`src/rtl/line_drawer_if.sv`:
```
// Request/pixel-stream bundle between the lab top-level FSM, the line drawer
// and the VGA adapter. master = requester/monitor side, slave = line_drawer.
interface line_drawer_if;
  logic       start;
  logic [7:0] x0;
  logic [6:0] y0;
  logic [7:0] x1;
  logic [6:0] y1;
  logic [2:0] colour;
  logic       done;
  logic [7:0] vga_x;
  logic [6:0] vga_y;
  logic [2:0] vga_colour;
  logic       vga_plot;

  modport master (
    output start, x0, y0, x1, y1, colour,
    input  done, vga_x, vga_y, vga_colour, vga_plot
  );

  modport slave (
    input  start, x0, y0, x1, y1, colour,
    output done, vga_x, vga_y, vga_colour, vga_plot
  );
endinterface

```
`src/rtl/line_drawer.sv`:
```
// Bresenham line rasteriser feeding the VGA adapter, one pixel per clock.
// Define LINE_DRAWER_CLIP_EN to suppress plot strobes for off-screen points.
module line_drawer #(
  parameter int SCREEN_W = 160,
  parameter int SCREEN_H = 120
) (
  input  logic          clk,
  input  logic          rst_n,
  line_drawer_if.slave  bus
);

  typedef enum logic [1:0] {ST_IDLE, ST_INIT, ST_DRAW, ST_DONE} state_t;

  state_t            state_r;
  logic [7:0]        x0_r;
  logic [6:0]        y0_r;
  logic [7:0]        x1_r;
  logic [6:0]        y1_r;
  logic [2:0]        colour_r;
  logic [7:0]        dx_r;
  logic signed [8:0] dy_r;
  logic              sx_neg_r;
  logic              sy_neg_r;
  logic signed [9:0] err_r;
  logic [7:0]        cur_x_r;
  logic [6:0]        cur_y_r;
  logic              done_r;
  logic [7:0]        vga_x_r;
  logic [6:0]        vga_y_r;
  logic [2:0]        vga_colour_r;
  logic              vga_plot_r;

  logic [7:0]         init_dx_s;
  logic [6:0]         init_ady_s;
  logic signed [8:0]  init_dy_s;
  logic signed [9:0]  init_err_s;
  logic signed [10:0] e2_s;
  logic signed [10:0] dx_ext_s;
  logic signed [10:0] dy_ext_s;
  logic               step_x_s;
  logic               step_y_s;
  logic signed [9:0]  err_next_s;
  logic               at_end_s;
  logic               plot_en_s;

  // Setup arithmetic from the latched endpoints and the per-pixel Bresenham step.
  always_comb begin
    init_dx_s  = 8'd0;
    init_ady_s = 7'd0;
    if (x1_r >= x0_r) begin
      init_dx_s = x1_r - x0_r;
    end else begin
      init_dx_s = x0_r - x1_r;
    end
    if (y1_r >= y0_r) begin
      init_ady_s = y1_r - y0_r;
    end else begin
      init_ady_s = y0_r - y1_r;
    end
    init_dy_s  = 9'sd0 - $signed({2'b00, init_ady_s});
    init_err_s = $signed({2'b00, init_dx_s}) + $signed({init_dy_s[8], init_dy_s});

    e2_s       = $signed({err_r, 1'b0});
    dx_ext_s   = $signed({3'b000, dx_r});
    dy_ext_s   = $signed({{2{dy_r[8]}}, dy_r});
    step_x_s   = (e2_s >= dy_ext_s);
    step_y_s   = (e2_s <= dx_ext_s);
    // err stays within roughly [1.5*dy, 1.5*dx], so 10 bits never overflow.
    err_next_s = err_r;
    if (step_x_s) begin
      err_next_s = err_next_s + $signed({dy_r[8], dy_r});
    end else begin
      err_next_s = err_next_s;
    end
    if (step_y_s) begin
      err_next_s = err_next_s + $signed({2'b00, dx_r});
    end else begin
      err_next_s = err_next_s;
    end

    at_end_s = (cur_x_r == x1_r) && (cur_y_r == y1_r);
`ifdef LINE_DRAWER_CLIP_EN
    plot_en_s = (cur_x_r < 8'(SCREEN_W)) && (cur_y_r < 7'(SCREEN_H));
`else
    plot_en_s = 1'b1;
`endif
  end

  // Control FSM with registered adapter outputs.
  always_ff @(posedge clk or negedge rst_n) begin
    if (!rst_n) begin
      state_r      <= ST_IDLE;
      x0_r         <= 8'd0;
      y0_r         <= 7'd0;
      x1_r         <= 8'd0;
      y1_r         <= 7'd0;
      colour_r     <= 3'd0;
      dx_r         <= 8'd0;
      dy_r         <= 9'sd0;
      sx_neg_r     <= 1'b0;
      sy_neg_r     <= 1'b0;
      err_r        <= 10'sd0;
      cur_x_r      <= 8'd0;
      cur_y_r      <= 7'd0;
      done_r       <= 1'b0;
      vga_x_r      <= 8'd0;
      vga_y_r      <= 7'd0;
      vga_colour_r <= 3'd0;
      vga_plot_r   <= 1'b0;
    end else begin
      case (state_r)
        ST_IDLE: begin
          done_r     <= 1'b0;
          vga_plot_r <= 1'b0;
          if (bus.start) begin
            x0_r     <= bus.x0;
            y0_r     <= bus.y0;
            x1_r     <= bus.x1;
            y1_r     <= bus.y1;
            colour_r <= bus.colour;
            state_r  <= ST_INIT;
          end
        end
        ST_INIT: begin
          vga_plot_r <= 1'b0;
          dx_r       <= init_dx_s;
          dy_r       <= init_dy_s;
          sx_neg_r   <= (x0_r >= x1_r);
          sy_neg_r   <= (y0_r >= y1_r);
          err_r      <= init_err_s;
          cur_x_r    <= x0_r;
          cur_y_r    <= y0_r;
          state_r    <= ST_DRAW;
        end
        ST_DRAW: begin
          vga_x_r      <= cur_x_r;
          vga_y_r      <= cur_y_r;
          vga_colour_r <= colour_r;
          vga_plot_r   <= plot_en_s;
          if (at_end_s) begin
            state_r <= ST_DONE;
          end else begin
            err_r <= err_next_s;
            if (step_x_s) begin
              cur_x_r <= sx_neg_r ? (cur_x_r - 8'd1) : (cur_x_r + 8'd1);
            end
            if (step_y_s) begin
              cur_y_r <= sy_neg_r ? (cur_y_r - 7'd1) : (cur_y_r + 7'd1);
            end
          end
        end
        ST_DONE: begin
          vga_plot_r <= 1'b0;
          // A held start keeps us here, so it can never re-trigger a draw.
          if (bus.start) begin
            done_r <= 1'b1;
          end else begin
            done_r  <= 1'b0;
            state_r <= ST_IDLE;
          end
        end
        default: begin
          state_r    <= ST_IDLE;
          done_r     <= 1'b0;
          vga_plot_r <= 1'b0;
        end
      endcase
    end
  end

  assign bus.done       = done_r;
  assign bus.vga_x      = vga_x_r;
  assign bus.vga_y      = vga_y_r;
  assign bus.vga_colour = vga_colour_r;
  assign bus.vga_plot   = vga_plot_r;

endmodule

```
`src/flat_wrapper.sv`:
```
// flat-port wrapper written by rule: the top's interface ports become plain ports
module line_drawer_flat 
#(
  parameter int SCREEN_W = 160,
  parameter int SCREEN_H = 120
)
  (clk, rst_n, bus_start, bus_x0, bus_y0, bus_x1, bus_y1, bus_colour, bus_done, bus_vga_x, bus_vga_y, bus_vga_colour, bus_vga_plot);
  line_drawer_if bus_i ();
  input  logic clk;
  input  logic rst_n;
  input wire logic [$bits(bus_i.start)-1:0] bus_start;
  input wire logic [$bits(bus_i.x0)-1:0] bus_x0;
  input wire logic [$bits(bus_i.y0)-1:0] bus_y0;
  input wire logic [$bits(bus_i.x1)-1:0] bus_x1;
  input wire logic [$bits(bus_i.y1)-1:0] bus_y1;
  input wire logic [$bits(bus_i.colour)-1:0] bus_colour;
  output wire logic [$bits(bus_i.done)-1:0] bus_done;
  output wire logic [$bits(bus_i.vga_x)-1:0] bus_vga_x;
  output wire logic [$bits(bus_i.vga_y)-1:0] bus_vga_y;
  output wire logic [$bits(bus_i.vga_colour)-1:0] bus_vga_colour;
  output wire logic [$bits(bus_i.vga_plot)-1:0] bus_vga_plot;
  assign bus_i.start = bus_start;
  assign bus_i.x0 = bus_x0;
  assign bus_i.y0 = bus_y0;
  assign bus_i.x1 = bus_x1;
  assign bus_i.y1 = bus_y1;
  assign bus_i.colour = bus_colour;
  assign bus_done = bus_i.done;
  assign bus_vga_x = bus_i.vga_x;
  assign bus_vga_y = bus_i.vga_y;
  assign bus_vga_colour = bus_i.vga_colour;
  assign bus_vga_plot = bus_i.vga_plot;
  line_drawer #(.SCREEN_W(SCREEN_W), .SCREEN_H(SCREEN_H)) u_core (.clk(clk), .rst_n(rst_n), .bus(bus_i));
endmodule
```
`config.mk`:
```
export PLATFORM = sky130hd
export DESIGN_NAME = line_drawer_flat
export DESIGN_NICKNAME = d
export VERILOG_FILES = /design/src/rtl/line_drawer_if.sv /design/src/rtl/line_drawer.sv /design/src/flat_wrapper.sv
export SDC_FILE = /design/constraint.sdc
export NUM_CORES = 1
export LEC_CHECK = 0
export CAP_MARGIN = 10
export CORE_AREA = 2 2 127 129
export CTS_BUF_LIST = sky130_fd_sc_hd__clkbuf_4 sky130_fd_sc_hd__clkbuf_8 sky130_fd_sc_hd__clkbuf_16
export DETAILED_ROUTE_END_ITERATION = 16
export DIE_AREA = 0 0 129 131
export PLACE_DENSITY = 0.75
export SETUP_SLACK_MARGIN = 0.05
export SYNTH_ARGS = -nofsm -noshare
export SYNTH_HDL_FRONTEND = slang
export SYNTH_SLANG_ARGS = --single-unit
```
`constraint.sdc`:
```
create_clock -name clk -period 8.3 [get_ports clk]
set_input_delay 0.83 -clock clk [delete_from_list [all_inputs] [get_ports clk]]
set_output_delay 0.83 -clock clk [all_outputs]
set_load 0.02 [all_outputs]
```
==> results of run 1 <==
-- cells in the mapped netlist, drive strengths merged (8+ instances only) --
library cell | number | area share [%]
a21o | 14 | 1.4
clkbuf | 15 | 0.74
dfrtp | 98 | 32
ha | 91 | 15
nand2 | 52 | 2.6
mux2i | 18 | 2.4
a211oi | 9 | 0.96
fa | 9 | 2.4
xor2 | 12 | 1.4
mux2 | 64 | 9.6
a21oi | 60 | 4.0
nor2 | 35 | 1.7
nand4 | 8 | 0.66
o211ai | 10 | 0.99
xnor2 | 41 | 4.7
o21ai | 60 | 4.0
nor2b | 16 | 1.3
nand3 | 11 | 0.73
buf | 11 | 0.78
inv | 80 | 4.0
nor3 | 11 | 0.73
-- area by class of cell --
type / instances / area [um^2]
clock buffers: 10 / 233
inverters: 81 / 304
well taps: 216 / 270
fillers: 1383 / 6970
multi-input cells: 595 / 4710
clock inverters: 6 / 72.6
flip-flops and latches: 98 / 2450
repair buffers: 60 / 586
-- worst max path at each step --
| stage | from | to | slack [ps] | depth (start not counted) |
|---|---|---|---|---|
| 2_1_floorplan | u_core.dy_r[7]$_DFFE_PN0N_ | u_core.err_r[8]$_DFFE_PN0P_ | 4250 | 21 |
| 3_3_place_gp | u_core.dy_r[1]$_DFFE_PN0N_ | u_core.err_r[9]$_DFFE_PN0P_ | 3860 | 19 |
| 3_5_place_dp | u_core.dy_r[1]$_DFFE_PN0N_ | u_core.err_r[9]$_DFFE_PN0P_ | 3720 | 19 |
| 4_1_cts | u_core.dy_r[1]$_DFFE_PN0N_ | u_core.err_r[9]$_DFFE_PN0P_ | 3710 | 19 |
| 5_1_grt | u_core.dy_r[7]$_DFFE_PN0N_ | u_core.err_r[9]$_DFFE_PN0P_ | 3110 | 19 |
| 6_report | u_core.dy_r[7]$_DFFE_PN0N_ | u_core.err_r[9]$_DFFE_PN0P_ | 3700 | 19 |
-- worst max-delay path, delay by kind of cell (launching register included) --
family | cells | cell delay [ps]
AO/OA/AOI/OAI | 9 | 2170
AND/OR/NAND/NOR | 3 | 440
adder cells (fa/ha/maj) | 2 | 590
buffers and inverters | 3 | 270
flip-flops | 1 | 400
XOR/XNOR | 1 | 160
multiplexers | 1 | 430
-- state kept, by name (all words and copies together), names as in the netlist --
name / cells
u_core.bus.vga_y: 7
u_core.bus.vga_plot: 1
u_core.x0_r: 8
u_core.state_r: 2
u_core.cur_x_r: 8
u_core.bus.vga_x: 8
u_core.sy_neg_r: 1
u_core.bus.done: 1
u_core.y1_r: 7
u_core.bus.vga_colour: 3
u_core.colour_r: 3
u_core.y0_r: 7
u_core.x1_r: 8
u_core.dx_r: 8
u_core.dy_r: 8
u_core.err_r: 10
u_core.sx_neg_r: 1
u_core.cur_y_r: 7
-- kinds of logic (layout without fill, tap and decap cells) --
family	after synthesis	count (layout)	share of synthesized area [%]
adder cells (fa/ha/maj)	100	100	17.4
multiplexers	82	82	11.9
flip-flops	98	98	32.4
buffers and inverters	107	157	5.53
AO/OA/AOI/OAI	203	203	16.7
XOR/XNOR	53	53	6.13
AND/OR/NAND/NOR	157	157	9.97
-- placed cells by master, fill, tap and decap left out, drive strengths merged, types with 4 or more instances in the layout --
cell / Yosys / routed
dfrtp: 98 / 98
ha: 91 / 91
inv: 80 / 83
mux2: 64 / 64
a21oi: 60 / 60
o21ai: 60 / 60
clkdlybuf4s50: 0 / 54
nand2: 52 / 52
xnor2: 41 / 41
nor2: 35 / 35
mux2i: 18 / 18
nor2b: 16 / 16
a21o: 14 / 14
xor2: 12 / 12
nor3: 11 / 11
nand3: 11 / 11
o211ai: 10 / 10
clkbuf: 15 / 10
fa: 9 / 9
a211oi: 9 / 9
nand4: 8 / 8
o21a: 7 / 7
o31ai: 7 / 7
o21bai: 7 / 7
nand2b: 6 / 6
buf: 11 / 6
a31oi: 4 / 4
or2: 4 / 4
a31o: 4 / 4
-- per-stage QoR --
stage	instance area [um^2]	util (%)	setup slack [ps]	std cells	hold WS, ps
floorplan	7580	-	4250	800	474
global placement	8320	53.3	3860	1050	473
detailed placement	8320	53.3	3720	1050	493
CTS	8630	55.3	3710	1066	352
global route	8630	55.3	3110	1066	377
finish	8630	55.3	3700	1066	352
-- layer usage --
metal	GRT usage, %	share of wire (%)
met1	27.8	47
met2	34.6	46
met3	3.95	5.4
met4	7.23	1.9
met5	0	0
==> flow_summary.json, run 1 <==
{
  "vias_per_cell": 5.44,
  "io_buffer_count": 55,
  "antenna_found_initial": 0,
  "cp_data_arrival_time_ps": 4840,
  "hpwl_um": 12700,
  "start_util_pct": 48.6,
  "drc": 0,
  "synthDistinctLibCells": 62,
  "nets": 981,
  "wl_um": 16600,
  "grt_max_degree": 78,
  "ys.flop_type": "dfrtp_1",
  "grt_pass1_vias": 5788,
  "cp-end-kind": "flop",
  "die_y_um": 131,
  "cts_sinks": 98,
  "fp-row-count": 46,
  "clk_latency_ps": 360,
  "syn_nets": 936,
  "slew_headroom_pct": 31.1,
  "die_area_mm2": 0.0169,
  "grt_overflow": 0,
  "grt_usage_pct": 21.0,
  "path_class": "flop to flop",
  "worstPathMaxFanout": 9,
  "avgSynthCellArea_um2": 9.47,
  "rr_endpoint": "u_core.err_r[9]$_DFFE_PN0P_",
  "cts_resized": 0,
  "clkTransAtPathRegs_ps": 70,
  "slowest_delay_ps": 620,
  "drive_above_1_share_pct": 11.6,
  "core_mm2": 0.0156,
  "finalSetupTns_ps": 0,
  "area_growth_pct": 13.8,
  "hold_buffers": 0,
  "fin_skew_ps": 10.4,
  "synthArstFlopShare_pct": 100,
  "drt_iter0_drc": 347,
  "r2r_cells": 19,
  "synthesis.instances": 800,
  "clockBufferDepth": 2,
  "start_kind": "flop",
  "synth-edff-count": 0,
  "root_buffer": "clkbuf_16",
  "ant_nets": 0,
  "slew_violations": 0,
  "regToRegSetupSlack_ps": 3700,
  "htreeDepth": 3,
  "cts_tree": "built",
  "setup_violations": 0,
  "post_cts_buffers": 0,
  "crit_required_ps": 8540,
  "timing.fmax_mhz": 218,
  "drv_cap": 0,
  "wl_per_cell_um": 15.6,
  "min_period_ps": 4600,
  "netlist_area_mm2": 0.00758,
  "antennaDiodeCount": 0,
  "rsz0062_at_grt": "false",
  "path_cells": "inv_1 -> ha_1 -> nand4_1 -> inv_1 -> a221oi_1 -> nand3b_1 -> a21oi_1 -> mux2i_1 -> inv_1 -> ha_1 -> a21oi_1 -> o21ai_0 -> o31ai_1 -> nand2_1 -> o2111ai_1 -> a211o_1 -> xor2_1 -> o31ai_1 -> a211o_1",
  "yosysWarningCount": 0,
  "grt_first_pass_wirelength_um": 28200,
  "reg2reg_from": "u_core.dy_r[7]$_DFFE_PN0N_",
  "min_path_type": "input pin to asynchronous set/reset pin",
  "synth-seq-cells": 98,
  "cp_slowest_cell": "a21oi_1",
  "io_pins": 56,
  "place_congestion": 0.896,
  "tightest_slew_ps": 1030,
  "vias": 5794,
  "critPathMostFrequentCell": "inv_1",
  "die_w_um": 129,
  "dr.pass1.iters": 5,
  "hold_viol": 0,
  "yosysSeqAreaShare_pct": 32.4,
  "status": "finished clean",
  "cts_buffers": 9,
  "period_share_pct": 55.4
}
Power of run 1 is left out: the tool's default activity adds up to more than one toggle a clock period on the data nets, which glitch-free logic cannot reach.
==> inputs of run 2 (changes only) <==
==> constraint.sdc (replaced) <==
create_clock -name clk -period 4.4 [get_ports clk]
set_input_delay 0.44 -clock clk [delete_from_list [all_inputs] [get_ports clk]]
set_output_delay 0.44 -clock clk [all_outputs]
set_load 0.02 [all_outputs]
==> run 2 against run 1 <==
Compared with the run above:
- utilization up 1.4 points
- worst hold slack worse by 170 ps
- global-route usage up 0.93 points
- maximum frequency up 12%
- die area unchanged
- register-to-register slack worse by 3400 ps
- setup slack worse by 3400 ps
- critical path depth down 3
- first-iteration DRC count up 8.6%
- sequential share of layout area down 0.70 points
- flip-flop and latch count unchanged
==> flow_summary.json, run 2 (synthesis gave the netlist of run 1 again) <==
{
  "rsz0062_at_grt": "true",
  "critPathBufInv": 1,
  "clockBufferDepth": 2,
  "start_kind": "flop",
  "drc": 0,
  "ant_nets": 0,
  "vias": 6063,
  "cp-end-kind": "flop",
  "drive_above_1_share_pct": 15.8,
  "met1_usage_pct": 28.3,
  "clk_latency_ps": 360,
  "largest_reg_flops": 10,
  "slew_violations": 0,
  "wl_um": 17900,
  "timing.fmax_mhz": 243,
  "final_util_pct": 56.7,
  "core_mm2": 0.0156,
  "clkTransAtPathRegs_ps": 80,
  "cp_top_family": "simple AND/OR/NAND/NOR gates",
  "regMostFlops": "u_core.err_r",
  "grt_overflow": 0,
  "period_share_pct": 93.6,
  "grt_pass1_vias": 6010,
  "die_area_mm2": 0.0169,
  "die_y_um": 131,
  "drt_iter0_drc": 377,
  "cts_tree": "built",
  "area_growth_pct": 16.8,
  "cp_data_arrival_time_ps": 4370,
  "final_cell_mix": "dfrtp_1, ha_1, inv_1",
  "drv_cap": 0,
  "layout_commonest_cell": "dfrtp_1",
  "fp-row-count": 46,
  "cts_buffers": 9,
  "crit_required_ps": 4650,
  "grt_first_pass_wirelength_um": 29000,
  "htreeDepth": 3,
  "fin_skew_ps": 10.5,
  "grt_max_degree": 69,
  "placed_area_mm2": 0.00846,
  "nets": 1004,
  "hold_viol": 0,
  "die_w_um": 129,
  "cp_slowest_cell": "or4b_1",
  "status": "finished clean",
  "antennaDiodeCount": 0,
  "slew_headroom_pct": 34.7,
  "io_pins": 56,
  "path_depth": 16,
  "dr.pass1.iters": 5,
  "min_period_ps": 4120,
  "grt_usage_pct": 21.9,
  "tightest_slew_ps": 978,
  "antenna_found_initial": 0,
  "met2_usage_pct": 35.7,
  "r2r_cells": 16,
  "slowest_delay_ps": 470,
  "finalSetupTns_ps": 0,
  "place_congestion": 0.911,
  "met3_usage_pct": 4.32,
  "hpwl_um": 13500,
  "cts_sinks": 98,
  "path_cells": "inv_1 -> ha_1 -> and4_1 -> o21ai_2 -> o21a_4 -> mux2_4 -> or4b_1 -> nand3_1 -> nand4_1 -> xor2_1 -> ha_1 -> nand2_1 -> o21ai_0 -> a21oi_1 -> and3_1 -> a211o_1",
  "start_util_pct": 48.6,
  "grt-busiest-layer": "met2",
  "final_cell_area_mm2": 0.00885,
  "setup_violations": 0,
  "wl_per_cell_um": 16.4,
  "path_class": "flop to flop",
  "min_path_type": "input pin to asynchronous set/reset pin",
  "io_buffer_count": 55,
  "critPathMostFrequentCell": "ha_1",
  "worstPathMaxFanout": 8,
  "root_buffer": "clkbuf_16",
  "vias_per_cell": 5.57
}
## run 2: routing by layer
layer | routed length, um | vias to the layer above
met1 | 8030 | 2910
li1 | - | 2959
met3 | 964 | 34
met4 | 582 | 0
met2 | 8290 | 160
met5 | 0 | -
## run 2: per-stage QoR
step	hold WS [ps]	setup slack, ps	instances
3_5_place_dp	487	136	1069
3_3_place_gp	477	234	1069
5_1_grt	272	36.2	1089
6_report	178	279	1089
4_1_cts	207	130	1085
2_1_floorplan	144	346	800
## run 2: area by class of cell
type	count	area, um^2
Fill cell	1356	6750
Multi-Input combinational cell	595	4770
Sequential cell	98	2450
Timing Repair Buffer	83	766
Inverter	81	304
Tap cell	216	270
Clock buffer	9	225
Clock inverter	7	58.8
## run 2: what timing repair did
| action | in CTS | in global routing |
|---|---|---|
| buffers inserted | 0 | 3 |
| resized for setup | 0 | 22 |
| hold buffers | 0 | 0 |
| setup endpoints to repair | 0 | 4 |
## run 2: path summary, 6_finish.rpt
kind | startpoint | end | slack (ps)
min reg2reg | u_core.colour_r[2]$_DFFE_PN0P_ | u_core.bus.vga_colour[2]$_DFFE_PN0P_ | 510
max in group asynchronous | rst_n | u_core.err_r[5]$_DFFE_PN0P_ | 3220
min in group clk | u_core.colour_r[2]$_DFFE_PN0P_ | u_core.bus.vga_colour[2]$_DFFE_PN0P_ | 510
min | rst_n | u_core.bus.vga_x[4]$_DFFE_PN0P_ | 180
max reg2reg | u_core.y1_r[6]$_DFFE_PN0P_ | u_core.err_r[9]$_DFFE_PN0P_ | 280
max | u_core.y1_r[6]$_DFFE_PN0P_ | u_core.err_r[9]$_DFFE_PN0P_ | 280
Power of run 2 is left out for the same reason.
